### src/rtl/clock_pkg.sv
// Shared types and constants for the seconds-of-day clock blocks
// (counter, alarm, output and time-entry front end).
package clock_pkg;

  typedef logic [16:0] COUNTER_T;
  typedef logic        FLAG_T;
  typedef logic [5:0]  TIME_T;

  localparam COUNTER_T   COUNTER_MAX   = 17'd86399;
  localparam COUNTER_T   HOUR_TICK     = 17'd3600;
  localparam COUNTER_T   MIN_TICK      = 17'd60;
  localparam logic [3:0] HOUR_ROLLOVER = 4'd12;
  localparam COUNTER_T   AMPM_TICK     = 17'd43200;

  typedef enum logic [2:0] {
    ST_IDLE,
    ST_DEC_H,
    ST_DEC_M,
    ST_EDIT_H,
    ST_EDIT_M,
    ST_EDIT_S,
    ST_EDIT_AP,
    ST_COMMIT
  } set_state_t;

  // Step a minute/second field by one, wrapping 59 <-> 0 with no carry.
  function automatic TIME_T step59(input TIME_T v, input logic up);
    TIME_T r;
    if (up) r = (v == 6'd59) ? 6'd0 : v + 6'd1;
    else    r = (v == 6'd0) ? 6'd59 : v - 6'd1;
    return r;
  endfunction

endpackage

### src/rtl/hms_encode.sv
// Combinational hour/min/sec/PM -> seconds-of-day encoder.
// Hour is the internal 0..11 value; PM adds half a day. Products are
// built from shifts so no multiplier is inferred.
module hms_encode
  import clock_pkg::*;
(
  input  logic [3:0]  i_hour,
  input  logic [5:0]  i_min,
  input  logic [5:0]  i_sec,
  input  logic        i_pm,
  output logic [16:0] o_secs
);

  COUNTER_T w_h;
  COUNTER_T w_m;
  COUNTER_T w_hour_secs;
  COUNTER_T w_min_secs;

  // 3600 = 2048 + 1024 + 512 + 16 ; 60 = 32 + 16 + 8 + 4
  always_comb begin
    w_h         = {13'd0, i_hour};
    w_m         = {11'd0, i_min};
    w_hour_secs = (w_h << 11) + (w_h << 10) + (w_h << 9) + (w_h << 4);
    w_min_secs  = (w_m << 5) + (w_m << 4) + (w_m << 3) + (w_m << 2);
    o_secs      = w_hour_secs + w_min_secs + {11'd0, i_sec}
                + (i_pm ? AMPM_TICK : 17'd0);
  end

endmodule

### src/rtl/time_set_ctrl.sv
// Button-driven time-entry front end. A mode press decodes the clock or
// alarm value into editable fields by repeated subtraction, the user edits
// hour/min/sec/AM-PM, and the re-encoded value is handed to the counter
// (set_flag/set_time) or stored as the alarm setpoint.
module time_set_ctrl
  import clock_pkg::*;
(
  input  logic        clock,
  input  logic        reset_n,
  input  logic        btn_mode,
  input  logic        btn_inc,
  input  logic        btn_dec,
  input  logic        btn_alarm_en,
  input  logic        target_sel,
  input  logic [16:0] counter_state,
  output logic        set_flag,
  output logic [16:0] set_time,
  output logic        alarm_flag,
  output logic [16:0] alarm_time,
  output logic [1:0]  edit_field,
  output logic [3:0]  edit_hour,
  output logic [5:0]  edit_min,
  output logic [5:0]  edit_sec,
  output logic        edit_pm
);

  set_state_t r_state;
  set_state_t w_next_state;

  logic     r_mode_prev, r_inc_prev, r_dec_prev, r_alarm_en_prev;
  logic     w_mode_edge, w_inc_edge, w_dec_edge, w_alarm_en_edge;
  logic     w_in_edit, w_inc_act, w_dec_act;

  FLAG_T    r_target;
  COUNTER_T r_work;
  logic [3:0] r_hour;
  TIME_T    r_min;
  TIME_T    r_sec;
  FLAG_T    r_pm;
  COUNTER_T r_set_time;
  COUNTER_T r_alarm_time;
  FLAG_T    r_alarm_flag;
  COUNTER_T w_enc;

  // Rising-edge detection; mode wins over inc/dec, inc+dec cancel out.
  always_comb begin
    w_mode_edge     = btn_mode & ~r_mode_prev;
    w_inc_edge      = btn_inc & ~r_inc_prev;
    w_dec_edge      = btn_dec & ~r_dec_prev;
    w_alarm_en_edge = btn_alarm_en & ~r_alarm_en_prev;
    w_in_edit       = (r_state == ST_EDIT_H) || (r_state == ST_EDIT_M) ||
                      (r_state == ST_EDIT_S) || (r_state == ST_EDIT_AP);
    w_inc_act       = w_in_edit & w_inc_edge & ~w_dec_edge & ~w_mode_edge;
    w_dec_act       = w_in_edit & w_dec_edge & ~w_inc_edge & ~w_mode_edge;
  end

  // Previous button levels for edge detection.
  always_ff @(posedge clock or negedge reset_n) begin
    if (!reset_n) begin
      r_mode_prev     <= 1'b0;
      r_inc_prev      <= 1'b0;
      r_dec_prev      <= 1'b0;
      r_alarm_en_prev <= 1'b0;
    end else begin
      r_mode_prev     <= btn_mode;
      r_inc_prev      <= btn_inc;
      r_dec_prev      <= btn_dec;
      r_alarm_en_prev <= btn_alarm_en;
    end
  end

  // Alarm enable toggles on its button regardless of the edit FSM.
  always_ff @(posedge clock or negedge reset_n) begin
    if (!reset_n) r_alarm_flag <= 1'b0;
    else if (w_alarm_en_edge) r_alarm_flag <= ~r_alarm_flag;
  end

  // FSM state register.
  always_ff @(posedge clock or negedge reset_n) begin
    if (!reset_n) r_state <= ST_IDLE;
    else          r_state <= w_next_state;
  end

  // FSM next-state: decode loops exit once the remainder drops below a tick.
  always_comb begin
    w_next_state = r_state;
    case (r_state)
      ST_IDLE:    if (w_mode_edge) w_next_state = ST_DEC_H;
      ST_DEC_H:   if (r_work < HOUR_TICK) w_next_state = ST_DEC_M;
      ST_DEC_M:   if (r_work < MIN_TICK) w_next_state = ST_EDIT_H;
      ST_EDIT_H:  if (w_mode_edge) w_next_state = ST_EDIT_M;
      ST_EDIT_M:  if (w_mode_edge) w_next_state = ST_EDIT_S;
      ST_EDIT_S:  if (w_mode_edge) w_next_state = ST_EDIT_AP;
      ST_EDIT_AP: if (w_mode_edge) w_next_state = ST_COMMIT;
      ST_COMMIT:  w_next_state = ST_IDLE;
      default:    w_next_state = ST_IDLE;
    endcase
  end

  hms_encode u_encode (
    .i_hour (r_hour),
    .i_min  (r_min),
    .i_sec  (r_sec),
    .i_pm   (r_pm),
    .o_secs (w_enc)
  );

  // Decode loop and field editing. Hour is kept as 0..11 and PM separately,
  // so counting hours past 11 during decode flips to PM.
  always_ff @(posedge clock or negedge reset_n) begin
    if (!reset_n) begin
      r_target <= 1'b0;
      r_work   <= '0;
      r_hour   <= '0;
      r_min    <= '0;
      r_sec    <= '0;
      r_pm     <= 1'b0;
    end else begin
      case (r_state)
        ST_IDLE: begin
          if (w_mode_edge) begin
            r_target <= target_sel;
            r_work   <= target_sel ? r_alarm_time : counter_state;
            r_hour   <= '0;
            r_min    <= '0;
            r_sec    <= '0;
            r_pm     <= 1'b0;
          end
        end
        ST_DEC_H: begin
          if (r_work >= HOUR_TICK) begin
            r_work <= r_work - HOUR_TICK;
            if (r_hour == HOUR_ROLLOVER - 4'd1) begin
              r_hour <= '0;
              r_pm   <= 1'b1;
            end else begin
              r_hour <= r_hour + 4'd1;
            end
          end
        end
        ST_DEC_M: begin
          if (r_work >= MIN_TICK) begin
            r_work <= r_work - MIN_TICK;
            r_min  <= r_min + 6'd1;
          end else begin
            r_sec  <= r_work[5:0];
          end
        end
        ST_EDIT_H: begin
          if (w_inc_act)
            r_hour <= (r_hour == HOUR_ROLLOVER - 4'd1) ? 4'd0 : r_hour + 4'd1;
          else if (w_dec_act)
            r_hour <= (r_hour == 4'd0) ? HOUR_ROLLOVER - 4'd1 : r_hour - 4'd1;
        end
        ST_EDIT_M: begin
          if (w_inc_act || w_dec_act) r_min <= step59(r_min, w_inc_act);
        end
        ST_EDIT_S: begin
          if (w_inc_act || w_dec_act) r_sec <= step59(r_sec, w_inc_act);
        end
        ST_EDIT_AP: begin
          if (w_inc_act || w_dec_act) r_pm <= ~r_pm;
        end
        default: ;
      endcase
    end
  end

  // Output registers: set_time tracks the edited value each edit cycle for
  // the clock target; the alarm setpoint changes only on commit.
  always_ff @(posedge clock or negedge reset_n) begin
    if (!reset_n) begin
      r_set_time   <= '0;
      r_alarm_time <= '0;
    end else begin
      if (r_state == ST_IDLE && w_mode_edge && !target_sel)
        r_set_time <= counter_state;
      else if (w_in_edit && !r_target)
        r_set_time <= w_enc;
      else if (r_state == ST_COMMIT && !r_target)
        r_set_time <= w_enc;

      if (r_state == ST_COMMIT && r_target)
        r_alarm_time <= w_enc;
    end
  end

  // Display/handshake outputs derived from state and field registers.
  always_comb begin
    set_flag   = (r_state != ST_IDLE) && !r_target;
    set_time   = r_set_time;
    alarm_flag = r_alarm_flag;
    alarm_time = r_alarm_time;
    edit_hour  = (r_hour == 4'd0) ? HOUR_ROLLOVER : r_hour;
    edit_min   = r_min;
    edit_sec   = r_sec;
    edit_pm    = r_pm;
    case (r_state)
      ST_EDIT_M:  edit_field = 2'd1;
      ST_EDIT_S:  edit_field = 2'd2;
      ST_EDIT_AP: edit_field = 2'd3;
      default:    edit_field = 2'd0;
    endcase
  end

endmodule

### config.mk
export PLATFORM = sky130hd
export DESIGN_NAME = time_set_ctrl
export DESIGN_NICKNAME = d
export VERILOG_FILES = /design/src/rtl/clock_pkg.sv /design/src/rtl/hms_encode.sv /design/src/rtl/time_set_ctrl.sv
export SDC_FILE = /design/constraint.sdc
export NUM_CORES = 1
export LEC_CHECK = 0
export BUFFER_PORTS_ARGS = -buffer_cell sky130_fd_sc_hd__clkbuf_2
export CAP_MARGIN = 15
export CORE_MARGIN = 4
export CORE_UTILIZATION = 55
export DETAILED_ROUTE_END_ITERATION = 10
export PLACE_DENSITY_LB_ADDON = 0.25
export SLEW_MARGIN = 10
export SYNTH_ARGS = -nofsm -noshare
export SYNTH_HDL_FRONTEND = slang
export SYNTH_HIERARCHICAL = 1
export SYNTH_SLANG_ARGS = --single-unit
### constraint.sdc
create_clock -name clock -period 6.88 [get_ports clock]
set_input_delay 0.344 -clock clock [delete_from_list [all_inputs] [get_ports clock]]
set_output_delay 0.344 -clock clock [all_outputs]
set_load 0.1 [all_outputs]
==> results of run 1 <==
## critical path: cells and delay by family, from the launching register on
kind	cells	cell delay [ns]
AND/OR/NAND/NOR	1	0.18
AO/OA/AOI/OAI	3	0.89
XOR/XNOR	1	0.08
flip-flops	1	0.59
multiplexers	1	0.28
adder cells (fa/ha/maj)	4	2.04
buffers and inverters	4	0.35
## layer usage
metal	share of wire [%]	track usage, %	up-vias
met5	0	0	-
met1	43	36.8	2752
met4	2.6	9.86	0
met3	7.1	8.11	36
li1	-	-	2622
met2	47	42.9	211
## through the flow
stage               cell area, sq um  hold WS, ns
detailed placement              6710        0.462
floorplan                       6280       0.0484
finish                          7020        0.119
global route                    7020        0.108
CTS                             7010        0.114
global placement                6710        0.463
## path summary, 6_finish.rpt
check                            start              end  slack (ns)  depth (start not counted)
max                        edit_min[2]   alarm_time[15]        2.34                         14
min                            btn_inc       r_inc_prev        0.12                          1
max reg2reg                edit_min[2]   alarm_time[15]        2.34                         14
min reg2reg                 alarm_flag       alarm_flag        0.47                          1
max in group asynchronous      reset_n       r_dec_prev        6.09                          1
min in group asynchronous      reset_n  r_alarm_en_prev        0.16                          1
## area by class of cell
cell class | instances | area [sq um]
clock buffers | 9 | 225
clock inverters | 5 | 77.6
fillers | 928 | 3960
inverters | 61 | 229
multi-input cells | 530 | 3960
flip-flops and latches | 77 | 1930
well taps | 140 | 175
repair buffers | 82 | 427
## logic make-up after synthesis
kind of cell | count (synthesis)
multiplexers | 55
AO/OA/AOI/OAI | 191
flip-flops | 77
XOR/XNOR | 21
AND/OR/NAND/NOR | 200
adder cells (fa/ha/maj) | 63
buffers and inverters | 103
## state kept, by name (all words and copies together), names as in the netlist
signal and flops:
set_time 17, r_mode_prev 1, r_inc_prev 1, alarm_time 17
r_target 1, edit_min 6, edit_sec 6, r_state 3
r_dec_prev 1, r_work 17, r_hour 4, r_alarm_en_prev 1
alarm_flag 1, edit_pm 1
## cells in the final DEF (no fill, tap or decap), types with 9 or more instances in the layout
| cell | Yosys | routed |
|---|---|---|
| sky130_fd_sc_hd__dfrtp_1 | 77 | 77 |
| sky130_fd_sc_hd__fa_1 | 24 | 24 |
| sky130_fd_sc_hd__mux2i_1 | 34 | 34 |
| sky130_fd_sc_hd__inv_1 | 60 | 60 |
| sky130_fd_sc_hd__clkbuf_2 | 0 | 77 |
| sky130_fd_sc_hd__nor3_1 | 14 | 13 |
| sky130_fd_sc_hd__clkbuf_16 | 0 | 9 |
| sky130_fd_sc_hd__nor2_1 | 52 | 50 |
| sky130_fd_sc_hd__nand2_1 | 61 | 61 |
| sky130_fd_sc_hd__o21ai_0 | 58 | 58 |
| sky130_fd_sc_hd__mux2_2 | 21 | 21 |
| sky130_fd_sc_hd__ha_1 | 39 | 39 |
| sky130_fd_sc_hd__nand2b_1 | 11 | 11 |
| sky130_fd_sc_hd__a21oi_1 | 36 | 36 |
| sky130_fd_sc_hd__xnor2_1 | 10 | 10 |
| sky130_fd_sc_hd__xor2_1 | 11 | 11 |
| sky130_fd_sc_hd__nand3_1 | 19 | 19 |
==> tab_implementation.tex, run 1 <==
\begin{tabular}{lr}
\hline
Metric & Value \\
\hline
\multicolumn{2}{l}{\textbf{Status}} \\
\quad Status & finished, final reports clean \\
\multicolumn{2}{l}{\textbf{Worst setup path}} \\
\quad Type of the setup path with the least slack & reg -> reg \\
\quad Worst EP required & 7.11 ns \\
\quad Slowest cell on the critical path & sky130\_fd\_sc\_hd\_\_dfrtp\_1 \\
\quad Data arrival time of the critical path & approximately 4.8 ns \\
\quad Sequence of cells on the critical path & inv\_1, fa\_1, inv\_1, fa\_1, inv\_1, fa\_1, inv\_1, fa\_1, a211oi\_1, o21ai\_1, a2111oi\_0, or3\_1, xnor2\_1, mux2\_2 \\
\quad Peak per-stage delay on the critical path & 0.59 ns \\
\quad Crit start category & register \\
\quad Largest fanout of any net on the critical path & 13 \\
\quad Category of the worst setup path capture point & register \\
\multicolumn{2}{l}{\textbf{STA}} \\
\quad Slew Limit Fails & 0 \\
\quad Worst-margin pin slew & $\sim$0.99 ns \\
\quad Unrepaired setup endpoints after global routing & false \\
\quad Max transition margin & 34.2\% \\
\quad Setup violations, final & 0 \\
\quad Maximum clock rate & between 200 and 250 MHz \\
\quad Number of hold-slack violations in the final timing report & 0 \\
\quad Final TNS setup & 0 ns \\
\quad Largest clock skew in the final design & 0.00586 ns \\
\quad Worst setup margin & 2.34 ns \\
\quad Final worst-path cycle share & 66.0\% \\
\quad Time the worst path needs with I/O delays and setup & between 4 and 5 ns \\
\multicolumn{2}{l}{\textbf{Global route}} \\
\quad Total routing usage reported by global routing & around 28\% \\
\quad Number of antenna violations at the first check in global routing & 0 \\
\quad Grt total ovfl & 0 \\
\quad Via count of the first global-routing pass & $\sim$5600 \\
\quad Largest net degree at the start of global routing & between 70 and 80 \\
\quad Wire length of the first global-routing pass & 28.8 mm \\
\multicolumn{2}{l}{\textbf{Clocking}} \\
\quad Cts-stage hold buffer count & 0 \\
\quad Post CTS Setup Buffer Count & 0 \\
\quad Clk Latency, worst-skew pair & 0.35 ns \\
\quad Clock slew at reported path FFs & 0.06 ns \\
\quad TritonCTS clock tree & yes \\
\quad Clock tree root driver cell & sky130\_fd\_sc\_hd\_\_clkbuf\_16 \\
\quad Clk sinks & 77 \\
\quad CTS buffer count & 9 \\
\quad CTS H-tree lvls & 3 \\
\quad Number of instances resized during post-cts repair & 0 \\
\quad Buffers from clock root to sink, at most & 2 \\
\multicolumn{2}{l}{\textbf{Detailed routing}} \\
\quad Iteration count of the initial detailed-routing pass & 5 \\
\quad Average wire per standard cell & 19.3 microns \\
\quad Total vias in the final route & about 5600 \\
\quad Drt drc & 0 \\
\quad Number of DRC markers in iteration 0 & 484 \\
\quad Post-DR vias/cell & roughly 6.2 \\
\quad Post-route antenna net violation count & 0 \\
\quad Post-Route WL & around 17 mm \\
\multicolumn{2}{l}{\textbf{Logic synthesis}} \\
\quad Post-synth top area share & approximately 31\% \\
\quad Number of distinct standard cells referenced by the synthesized netlist & between 70 and 80 \\
\quad Portion of netlist area occupied by mux cells & a little under a tenth \\
\quad Post-synthesis compound-gate area fraction & 19.9\% \\
\quad Post-synthesis simple-gate area fraction & $\sim$15\% \\
\quad Share of synthesized area occupied by flip-flops and latches & a little under a third \\
\quad Post-Synthesis Mean Instance Area & approximately 8.8 sq um \\
\quad Number of flip-flops and latches in the synthesized netlist & slightly below 80 \\
\quad Ys Warns & 6 \\
\quad Yosys top cell by area & sky130\_fd\_sc\_hd\_\_dfrtp\_1 \\
\quad Netlist area before placement & between 6000 and 7000 sq um \\
\quad Synthesized netlist cell count & between 700 and 800 \\
\quad Synth top cells by count & sky130\_fd\_sc\_hd\_\_dfrtp\_1 (77), sky130\_fd\_sc\_hd\_\_nand2\_1 (61), sky130\_fd\_sc\_hd\_\_inv\_1 (60) \\
\quad Area share of fa/ha/maj cells after synthesis & between 15 and 20\% \\
\quad Most common cell in the synthesized netlist & sky130\_fd\_sc\_hd\_\_dfrtp\_1 \\
\quad Most common flop cell mapped by yosys & sky130\_fd\_sc\_hd\_\_dfrtp\_1 \\
\quad Most area-consuming cells after synthesis & sky130\_fd\_sc\_hd\_\_dfrtp\_1 (31\%), sky130\_fd\_sc\_hd\_\_ha\_1 (7.8\%), sky130\_fd\_sc\_hd\_\_fa\_1 (7.7\%) \\
\quad Dominant combinational cell family by area after synthesis & compound AO/OA/AOI/OAI gates \\
\quad Syn nets & between 700 and 800 \\
\quad Number of enable flip-flop cells after synthesis & 0 \\
\quad Fraction of synthesis flops using an asynchronous set or reset pin & 100\% \\
\quad Xor-xnor portion of the synthesized cell area & just under 3\% \\
\multicolumn{2}{l}{\textbf{Die}} \\
\quad Die area & approximately 13000 sq um \\
\quad Die Height & $\sim$110 microns \\
\quad Floorplan Core Area & $\sim$11000 sq um \\
\quad Overall die width & 115 microns \\
\quad Number of top-level pins & 79 \\
\quad Initial Utilization & 57.2\% \\
\quad Row count & 38 \\
\multicolumn{2}{l}{\textbf{Flow run}} \\
\quad Number of violations of the max-capacitance limit & 0 \\
\multicolumn{2}{l}{\textbf{Cells and area}} \\
\quad Number of antenna cells inserted & 0 \\
\quad NumNets Final & around 850 \\
\quad Final Non-Filler Cells & 904 \\
\quad Post-Route Utilization & about 64\% \\
\quad Share of cells above drive strength 1 & between 10\% and 20\% \\
\quad P\&R area growth vs syn & 11.8\% \\
\multicolumn{2}{l}{\textbf{Place}} \\
\quad Pre-CTS setup slack & roughly 2.4 ns \\
\quad Cell count after placement & around 890 \\
\quad IO buf count & a little under 80 \\
\quad RD Place Congestion & 0.924 \\
\quad Detail Placement HPWL & between 10 and 15 mm \\
\multicolumn{2}{l}{\textbf{Hold path}} \\
\quad Hold/Removal Path Class & in -> reg \\
\hline
\end{tabular}
Power of run 1 is left out: the tool's default activity adds up to more than one toggle a clock period on the data nets, which glitch-free logic cannot reach.
==> inputs of run 2 (changes only) <==
--- a/config.mk
+++ b/config.mk
@@ -8,7 +8,7 @@
 export BUFFER_PORTS_ARGS = -buffer_cell sky130_fd_sc_hd__clkbuf_2
 export CAP_MARGIN = 15
 export CORE_MARGIN = 4
-export CORE_UTILIZATION = 55
+export CORE_UTILIZATION = 54
 export DETAILED_ROUTE_END_ITERATION = 10
 export PLACE_DENSITY_LB_ADDON = 0.25
 export SLEW_MARGIN = 10
==> constraint.sdc (replaced) <==
create_clock -name clock -period 4.1 [get_ports clock]
set_input_delay 0.205 -clock clock [delete_from_list [all_inputs] [get_ports clock]]
set_output_delay 0.205 -clock clock [all_outputs]
set_load 0.1 [all_outputs]
==> tab_implementation.tex, run 2 (synthesis gave the netlist of run 1 again) <==
\begin{tabular}{lr}
\hline
Metric & Value \\
\hline
\multicolumn{2}{l}{\textbf{Status}} \\
\quad Status & finished, final reports clean \\
\multicolumn{2}{l}{\textbf{Clocking}} \\
\quad TritonCTS clock tree & yes \\
\quad Clock slew at reported path FFs & 0.06 ns (about the same) \\
\quad Clk Latency, worst-skew pair & 0.35 ns (about the same) \\
\quad Clock tree root driver cell & sky130\_fd\_sc\_hd\_\_clkbuf\_16 \\
\quad CTS buffer count & 9 (unchanged) \\
\quad Clk sinks & 77 (unchanged) \\
\quad Buffers from clock root to sink, at most & 2 (unchanged) \\
\quad CTS H-tree lvls & 3 (unchanged) \\
\multicolumn{2}{l}{\textbf{Worst setup path}} \\
\quad Sequence of cells on the critical path & fa\_1, fa\_1, fa\_1, ha\_2, fa\_2, a211oi\_2, o21ai\_2, a31o\_1, a21oi\_1, xnor2\_1, mux2i\_1, o21ai\_0 \\
\quad Data arrival time of the critical path & 4.24 ns (-0.53 ns) \\
\quad Slowest cell on the critical path & sky130\_fd\_sc\_hd\_\_fa\_1 \\
\quad Worst EP required & 4.37 ns (-2.74 ns) \\
\quad Dominant cell type by count on the critical path & sky130\_fd\_sc\_hd\_\_fa\_1 \\
\quad Minimum setup slack among reg-to-reg paths & 0.13 ns (-2.21 ns) \\
\quad Cell count of the worst reg-to-reg path & 12 (-2) \\
\quad Crit start category & register \\
\quad Largest fanout of any net on the critical path & 4 (-9) \\
\quad Cell family with most CP delay & adder cells \\
\quad Peak per-stage delay on the critical path & 0.57 ns (-0.02 ns) \\
\quad Category of the worst setup path capture point & register \\
\quad Type of the setup path with the least slack & reg -> reg \\
\quad Critical path buffer and inverter count & 0 (-4) \\
\quad Reg-to-Reg Start & edit\_min[2] \\
\quad R2r endpoint & set\_time[13] \\
\multicolumn{2}{l}{\textbf{STA}} \\
\quad Setup violations, final & 0 (unchanged) \\
\quad Maximum clock rate & 252 MHz (+14\%) \\
\quad Final worst-path cycle share & 96.9\% (+31 points) \\
\quad Max transition margin & 19.1\% (-15 points) \\
\quad Time the worst path needs with I/O delays and setup & 3.97 ns (-0.569 ns) \\
\quad Worst-margin pin slew & 1.20 ns (+0.217 ns) \\
\quad Slew Limit Fails & 0 (unchanged) \\
\quad Largest clock skew in the final design & 0.00586 ns (+0.00000349 ns) \\
\quad Number of hold-slack violations in the final timing report & 0 (unchanged) \\
\multicolumn{2}{l}{\textbf{Global route}} \\
\quad Via count of the first global-routing pass & 5699 (+1.5\%) \\
\quad Total routing usage reported by global routing & 28.2\% (+0.58 points) \\
\quad Number of antenna violations at the first check in global routing & 0 (unchanged) \\
\quad Largest net degree at the start of global routing & 44 (-44\%) \\
\quad Grt total ovfl & 0 (unchanged) \\
\quad Wire length of the first global-routing pass & 29.7 mm (+2.9\%) \\
\multicolumn{2}{l}{\textbf{Detailed routing}} \\
\quad Drt drc & 0 (unchanged) \\
\quad Post-route antenna net violation count & 0 (unchanged) \\
\quad Iteration count of the initial detailed-routing pass & 8 (+3) \\
\quad Post-Route WL & 17.9 mm (+2.8\%) \\
\quad Post-DR vias/cell & 6.20 (-0.31\%) \\
\quad Average wire per standard cell & 19.3 microns (about the same) \\
\quad Total vias in the final route & 5765 (+2.6\%) \\
\quad Number of DRC markers in iteration 0 & 473 (-2.3\%) \\
\multicolumn{2}{l}{\textbf{Place}} \\
\quad RD Place Congestion & 0.910 (-1.5\%) \\
\quad Placed inst area & 6850 sq um (+2.1\%) \\
\quad Detail Placement HPWL & 13.2 mm (+2.5\%) \\
\quad IO buf count & 78 (unchanged) \\
\quad Cell count after placement & 907 (+2.0\%) \\
\multicolumn{2}{l}{\textbf{Cells and area}} \\
\quad NumNets Final & 869 (+2.5\%) \\
\quad Share of cells above drive strength 1 & 21.3\% (+4.3 points) \\
\quad P\&R area growth vs syn & 16.7\% \\
\quad Final Non-Filler Cells & 930 (+2.9\%) \\
\quad Commonest cells after routing, fill and taps aside & sky130\_fd\_sc\_hd\_\_clkbuf\_2 (77), sky130\_fd\_sc\_hd\_\_dfrtp\_1 (69), sky130\_fd\_sc\_hd\_\_nand2\_1 (61), sky130\_fd\_sc\_hd\_\_inv\_1 (57), sky130\_fd\_sc\_hd\_\_o21ai\_0 (57) \\
\quad Number of antenna cells inserted & 0 (unchanged) \\
\quad Finished layout cell area & 7330 sq um (+4.4\%) \\
\quad Leading cell type in the layout, fill and taps excluded & sky130\_fd\_sc\_hd\_\_clkbuf\_2 \\
\quad Filler Cells Inserted & 990 (+6.7\%) \\
\multicolumn{2}{l}{\textbf{Hold path}} \\
\quad Hold-critical path depth & 3 (+2) \\
\quad Worst Hold Endpoint & set\_time[6] \\
\quad Start point of the worst min-delay path & counter\_state[6] \\
\quad Hold/Removal Path Class & in -> reg \\
\multicolumn{2}{l}{\textbf{Die}} \\
\quad Overall die width & 116 microns (+0.86\%) \\
\quad Die Height & 116 microns (+0.86\%) \\
\quad Row count & 39 (+2.6\%) \\
\quad Initial Utilization & 55.0\% (-2.2 points) \\
\quad Number of top-level pins & 79 (unchanged) \\
\quad Die area & 13400 sq um (+1.7\%) \\
\quad Floorplan Core Area & 11400 sq um (+4.0\%) \\
\multicolumn{2}{l}{\textbf{Flow run}} \\
\quad Number of violations of the max-capacitance limit & 0 (unchanged) \\
\hline
\end{tabular}
## run 2: per-stage QoR
stage / utilization [%] / hold slack (ns) / worst slack (ns) / setup TNS, ns
6_report: 64.2 / 0.0794 / 0.126 / 0
3_3_place_gp: 60.0 / 0.237 / 0.142 / 0
3_5_place_dp: 60.0 / 0.247 / 0.0349 / 0
2_1_floorplan: - / -0.0906 / 0.00468 / 0
5_1_grt: 64.2 / 0.0927 / -0.0175 / -0.0175
4_1_cts: 63.5 / 0.0745 / 0.0405 / 0
## run 2: final cells by class
type | count | area, sq um | share of cell area (%)
clock buffer | 9 | 225 | 3.07
inverter | 61 | 234 | 3.19
clock inverter | 7 | 123 | 1.67
timing repair buffer | 103 | 593 | 8.09
sequential | 77 | 1950 | 26.6
tap | 143 | 179 | 2.44
multi-input combinational | 530 | 4030 | 55.0
## run 2: repair_timing
action,in CTS,in global routing
pin swaps,0,8
gates cloned,0,0
hold endpoints to repair,46,0
hold buffers,5,0
endpoints found under the setup margin,2,9
buffers inserted,0,2
resized for setup,2,11
## run 2: worst register-to-register path, cell delays in order (launching register included)
cell,delay [ns]
sky130_fd_sc_hd__dfrtp_4,0.50
sky130_fd_sc_hd__fa_1,0.57
sky130_fd_sc_hd__fa_1,0.45
sky130_fd_sc_hd__fa_1,0.49
sky130_fd_sc_hd__ha_2,0.21
sky130_fd_sc_hd__fa_2,0.42
sky130_fd_sc_hd__a211oi_2,0.26
sky130_fd_sc_hd__o21ai_2,0.13
sky130_fd_sc_hd__a31o_1,0.24
sky130_fd_sc_hd__a21oi_1,0.17
sky130_fd_sc_hd__xnor2_1,0.17
sky130_fd_sc_hd__mux2i_1,0.11
sky130_fd_sc_hd__o21ai_0,0.15
## run 2: worst max path at each step
stage | end | startpoint | slack, ns | depth (start not counted)
floorplan | alarm_time[15] | edit_min[2] | 0.005 | 14
global placement | alarm_time[15] | edit_min[2] | 0.14 | 14
detailed placement | alarm_time[15] | r_hour[1] | 0.03 | 13
CTS | alarm_time[15] | r_hour[1] | 0.04 | 13
global route | set_time[16] | edit_min[2] | -0.02 | 15
finish | set_time[13] | edit_min[2] | 0.13 | 12
## run 2: metal layers
metal	up-vias	wire [microns]	track usage (%)
li1	2677	-	-
met4	0	404	10.5
met3	37	858	3.60
met5	-	0	0
met1	2847	7780	37.7
met2	204	8900	46.8
Power of run 2 is left out for the same reason.
==> inputs of run 3 (changes only) <==
--- a/config.mk
+++ b/config.mk
@@ -10,9 +10,9 @@
 export CORE_MARGIN = 4
 export CORE_UTILIZATION = 54
 export DETAILED_ROUTE_END_ITERATION = 10
+export GPL_TIMING_DRIVEN = 0
 export PLACE_DENSITY_LB_ADDON = 0.25
 export SLEW_MARGIN = 10
 export SYNTH_ARGS = -nofsm -noshare
 export SYNTH_HDL_FRONTEND = slang
-export SYNTH_HIERARCHICAL = 1
 export SYNTH_SLANG_ARGS = --single-unit
==> tab_implementation.tex, run 3 <==
\begin{tabular}{lr}
\hline
Metric & Value \\
\hline
\multicolumn{2}{l}{\textbf{Logic synthesis}} \\
\quad Synthesized netlist cell count & 739 (+4.1\%) \\
\quad Most area-consuming cells after synthesis & sky130\_fd\_sc\_hd\_\_dfrtp\_1 (30\%), sky130\_fd\_sc\_hd\_\_ha\_1 (11\%), sky130\_fd\_sc\_hd\_\_fa\_1 (5.9\%) \\
\quad Synth top cells by count & sky130\_fd\_sc\_hd\_\_nand2\_1 (81), sky130\_fd\_sc\_hd\_\_dfrtp\_1 (77), sky130\_fd\_sc\_hd\_\_o21ai\_0 (75) \\
\quad Number of flip-flops and latches in the synthesized netlist & 77 (unchanged) \\
\quad Fraction of synthesis flops using an asynchronous set or reset pin & 100\% (unchanged) \\
\quad Most common flop cell mapped by yosys & sky130\_fd\_sc\_hd\_\_dfrtp\_1 \\
\quad Yosys top cell by area & sky130\_fd\_sc\_hd\_\_dfrtp\_1 \\
\quad Post-Synthesis Mean Instance Area & 8.78 sq um (-0.78\%) \\
\quad Share of synthesized area occupied by flip-flops and latches & 29.7\% (-0.97 points) \\
\quad Ys Warns & 0 (-6) \\
\quad Number of distinct standard cells referenced by the synthesized netlist & 76 (+4.1\%) \\
\quad Number of enable flip-flop cells after synthesis & 0 (unchanged) \\
\quad Most common cell in the synthesized netlist & sky130\_fd\_sc\_hd\_\_nand2\_1 \\
\quad Syn nets & 841 (+5.5\%) \\
\quad Netlist area before placement & 6480 sq um (+3.3\%) \\
\quad Post-synth top area share & 29.7\% (-0.97 points) \\
\multicolumn{2}{l}{\textbf{Die}} \\
\quad Overall die width & 118 microns (+1.5\%) \\
\quad Initial Utilization & 56.1\% (+1.1 points) \\
\quad Number of top-level pins & 79 (unchanged) \\
\quad Floorplan Core Area & 11600 sq um (+1.3\%) \\
\quad Die area & 13800 sq um (+3.0\%) \\
\quad Die Height & 118 microns (+1.5\%) \\
\quad Row count & 39 (unchanged) \\
\multicolumn{2}{l}{\textbf{Detailed routing}} \\
\quad Number of DRC markers in iteration 0 & 718 (+52\%) \\
\quad Post-Route WL & 19.6 mm (+9.2\%) \\
\quad Post-DR vias/cell & 6.22 (+0.34\%) \\
\quad Drt drc & 0 (unchanged) \\
\quad Average wire per standard cell & 19.7 microns (+2.0\%) \\
\quad Post-route antenna net violation count & 0 (unchanged) \\
\quad Iteration count of the initial detailed-routing pass & 8 (unchanged) \\
\quad Total vias in the final route & 6195 (+7.5\%) \\
\multicolumn{2}{l}{\textbf{Clocking}} \\
\quad CTS buffer count & 9 (unchanged) \\
\quad Clk sinks & 77 (unchanged) \\
\quad Clk Latency, worst-skew pair & 0.34 ns (about the same) \\
\quad Clock slew at reported path FFs & 0.06 ns (about the same) \\
\quad Clock tree root driver cell & sky130\_fd\_sc\_hd\_\_clkbuf\_16 \\
\quad Buffers from clock root to sink, at most & 2 (unchanged) \\
\quad TritonCTS clock tree & yes \\
\quad CTS H-tree lvls & 3 (unchanged) \\
\multicolumn{2}{l}{\textbf{STA}} \\
\quad Unrepaired setup endpoints after global routing & true \\
\quad Largest clock skew in the final design & 0.00761 ns (+0.00175 ns) \\
\quad Worst setup margin & 0.100 ns (-0.0257 ns) \\
\quad Number of hold-slack violations in the final timing report & 0 (unchanged) \\
\quad Setup violations, final & 0 (unchanged) \\
\quad Worst-margin pin slew & 0.917 ns (-0.286 ns) \\
\quad Max transition margin & 38.4\% (+19 points) \\
\quad Time the worst path needs with I/O delays and setup & 4.00 ns (+0.0257 ns) \\
\quad Final worst-path cycle share & 97.6\% (+0.63 points) \\
\quad Maximum clock rate & 250 MHz (-0.64\%) \\
\quad Slew Limit Fails & 0 (unchanged) \\
\multicolumn{2}{l}{\textbf{Worst setup path}} \\
\quad Largest fanout of any net on the critical path & 4 (unchanged) \\
\quad Worst EP required & 4.32 ns (-0.05 ns) \\
\quad Type of the setup path with the least slack & reg -> reg \\
\quad Slowest cell on the critical path & sky130\_fd\_sc\_hd\_\_fa\_2 \\
\quad Critical path buffer and inverter count & 2 (+2) \\
\quad Sequence of cells on the critical path & buf\_6, fa\_2, xor2\_1, ha\_1, fa\_1, ha\_2, inv\_2, fa\_2, nor2b\_2, o21a\_1, o21ai\_4, a21oi\_2, a221oi\_2, xor2\_1, o21ai\_1 \\
\quad Category of the worst setup path capture point & register \\
\quad Data arrival time of the critical path & 4.22 ns (-0.02 ns) \\
\quad Peak per-stage delay on the critical path & 0.58 ns (about the same) \\
\quad Crit start category & register \\
\quad Cell family with most CP delay & adder cells \\
\multicolumn{2}{l}{\textbf{Global route}} \\
\quad Wire length of the first global-routing pass & 31.6 mm (+6.4\%) \\
\quad Total routing usage reported by global routing & 28.3\% (+0.10 points) \\
\quad Number of antenna violations at the first check in global routing & 0 (unchanged) \\
\quad Largest net degree at the start of global routing & 61 (+39\%) \\
\quad Via count of the first global-routing pass & 6026 (+5.7\%) \\
\quad Grt total ovfl & 0 (unchanged) \\
\multicolumn{2}{l}{\textbf{Cells and area}} \\
\quad Number of antenna cells inserted & 0 (unchanged) \\
\quad P\&R area growth vs syn & 17.9\% \\
\quad Finished layout cell area & 7650 sq um (+4.3\%) \\
\quad Share of cells above drive strength 1 & 21.8\% (+0.46 points) \\
\quad Post-Route Utilization & 66.1\% (+1.9 points) \\
\quad Filler Cells Inserted & 977 (-1.3\%) \\
\quad NumNets Final & 950 (+9.3\%) \\
\quad Commonest cells after routing, fill and taps aside & sky130\_fd\_sc\_hd\_\_nand2\_1 (81), sky130\_fd\_sc\_hd\_\_clkbuf\_2 (77), sky130\_fd\_sc\_hd\_\_o21ai\_0 (71), sky130\_fd\_sc\_hd\_\_dfrtp\_1 (69), sky130\_fd\_sc\_hd\_\_ha\_1 (57) \\
\quad Leading cell type in the layout, fill and taps excluded & sky130\_fd\_sc\_hd\_\_nand2\_1 \\
\multicolumn{2}{l}{\textbf{Place}} \\
\quad Placed inst area & 7110 sq um (+3.9\%) \\
\quad Pre-CTS setup slack & -0.132 ns (-0.167 ns) \\
\quad Detail Placement HPWL & 14.8 mm (+12\%) \\
\quad IO buf count & 78 (unchanged) \\
\quad RD Place Congestion & 0.963 (+5.8\%) \\
\multicolumn{2}{l}{\textbf{Hold path}} \\
\quad Hold/Removal Path Class & in -> reg \\
\multicolumn{2}{l}{\textbf{Status}} \\
\quad Status & finished, final reports clean \\
\multicolumn{2}{l}{\textbf{Flow run}} \\
\quad Number of violations of the max-capacitance limit & 0 (unchanged) \\
\hline
\end{tabular}
==> run 3: path summary, 6_finish.rpt <==
path	from	end	slack, ns	cells past startpoint
worst max register to register	edit_min[2]	set_time[15]	0.10	15
worst max-delay path	edit_min[2]	set_time[15]	0.10	15
min in group asynchronous	reset_n	r_work[12]	0.30	2
worst min register to register	alarm_flag	alarm_flag	0.47	1
worst min-delay path	counter_state[8]	set_time[8]	0.12	3
max in group asynchronous	reset_n	edit_min[3]	3.17	3
==> run 3: cells by family (layout without fill, tap and decap cells) <==
kind of cell               count (synthesis)  in the layout  synth area share (%)
and+or+nand+nor                          217            217                  16.7
DFF                                       77             77                  29.7
adders and majority gates                 78             78                  17.2
AOI/OAI and AO/OA                        234            234                  23.2
muxes                                     23             23                  3.69
xor gates and xnor gates                  26             26                  3.51
buffers and inverters                     84            198                  5.96
==> run 3: layer usage <==
metal	wire, microns	track usage, %	up-vias	share of wire (%)
met3	1460	4.08	49	7.5
met5	0	0	-	0
met4	637	11.2	0	3.3
met2	9680	47.5	297	49
li1	-	-	2852	-
met1	7810	36.9	2997	40
==> run 3: layout make-up <==
type / instances / area, sq um / area share (%)
Timing Repair Buffer: 98 / 579 / 7.57
Clock buffer: 9 / 225 / 2.94
Buffer: 36 / 206 / 2.70
Multi-Input combinational cell: 578 / 4230 / 55.3
Sequential cell: 77 / 1940 / 25.4
Tap cell: 143 / 179 / 2.34
Inverter: 48 / 188 / 2.45
Clock inverter: 7 / 97.6 / 1.28
==> run 3: stage by stage <==
| stage | TNS (ns) | hold WS, ns | instances |
|---|---|---|---|
| CTS | 0 | 0.111 | 985 |
| detailed placement | -0.277 | 0.137 | 961 |
| finish | 0 | 0.124 | 996 |
| global placement | -0.198 | 0.326 | 960 |
| floorplan | 0 | -0.0906 | 739 |
| global route | -0.269 | 0.140 | 996 |
==> run 3: timing repair <==
| item | CTS | global route |
|---|---|---|
| resized for setup | 3 | 16 |
| hold endpoints to repair | 21 | 0 |
| hold buffers | 5 | 0 |
| pin swaps | 2 | 21 |
| buffers inserted | 3 | 11 |
| gates cloned | 0 | 0 |
| endpoints found under the setup margin | 3 | 10 |
==> run 3: worst register-to-register path, cell delays in order (launching register included) <==
cell and delay (ns):
sky130_fd_sc_hd__dfrtp_4 0.51, sky130_fd_sc_hd__buf_6 0.13, sky130_fd_sc_hd__fa_2 0.58, sky130_fd_sc_hd__xor2_1 0.18, sky130_fd_sc_hd__ha_1 0.28, sky130_fd_sc_hd__fa_1 0.51, sky130_fd_sc_hd__ha_2 0.19, sky130_fd_sc_hd__inv_2 0.05
sky130_fd_sc_hd__fa_2 0.37, sky130_fd_sc_hd__nor2b_2 0.11, sky130_fd_sc_hd__o21a_1 0.19, sky130_fd_sc_hd__o21ai_4 0.09, sky130_fd_sc_hd__a21oi_2 0.20, sky130_fd_sc_hd__a221oi_2 0.09, sky130_fd_sc_hd__xor2_1 0.29, sky130_fd_sc_hd__o21ai_1 0.11
Power of run 3 is left out for the same reason.
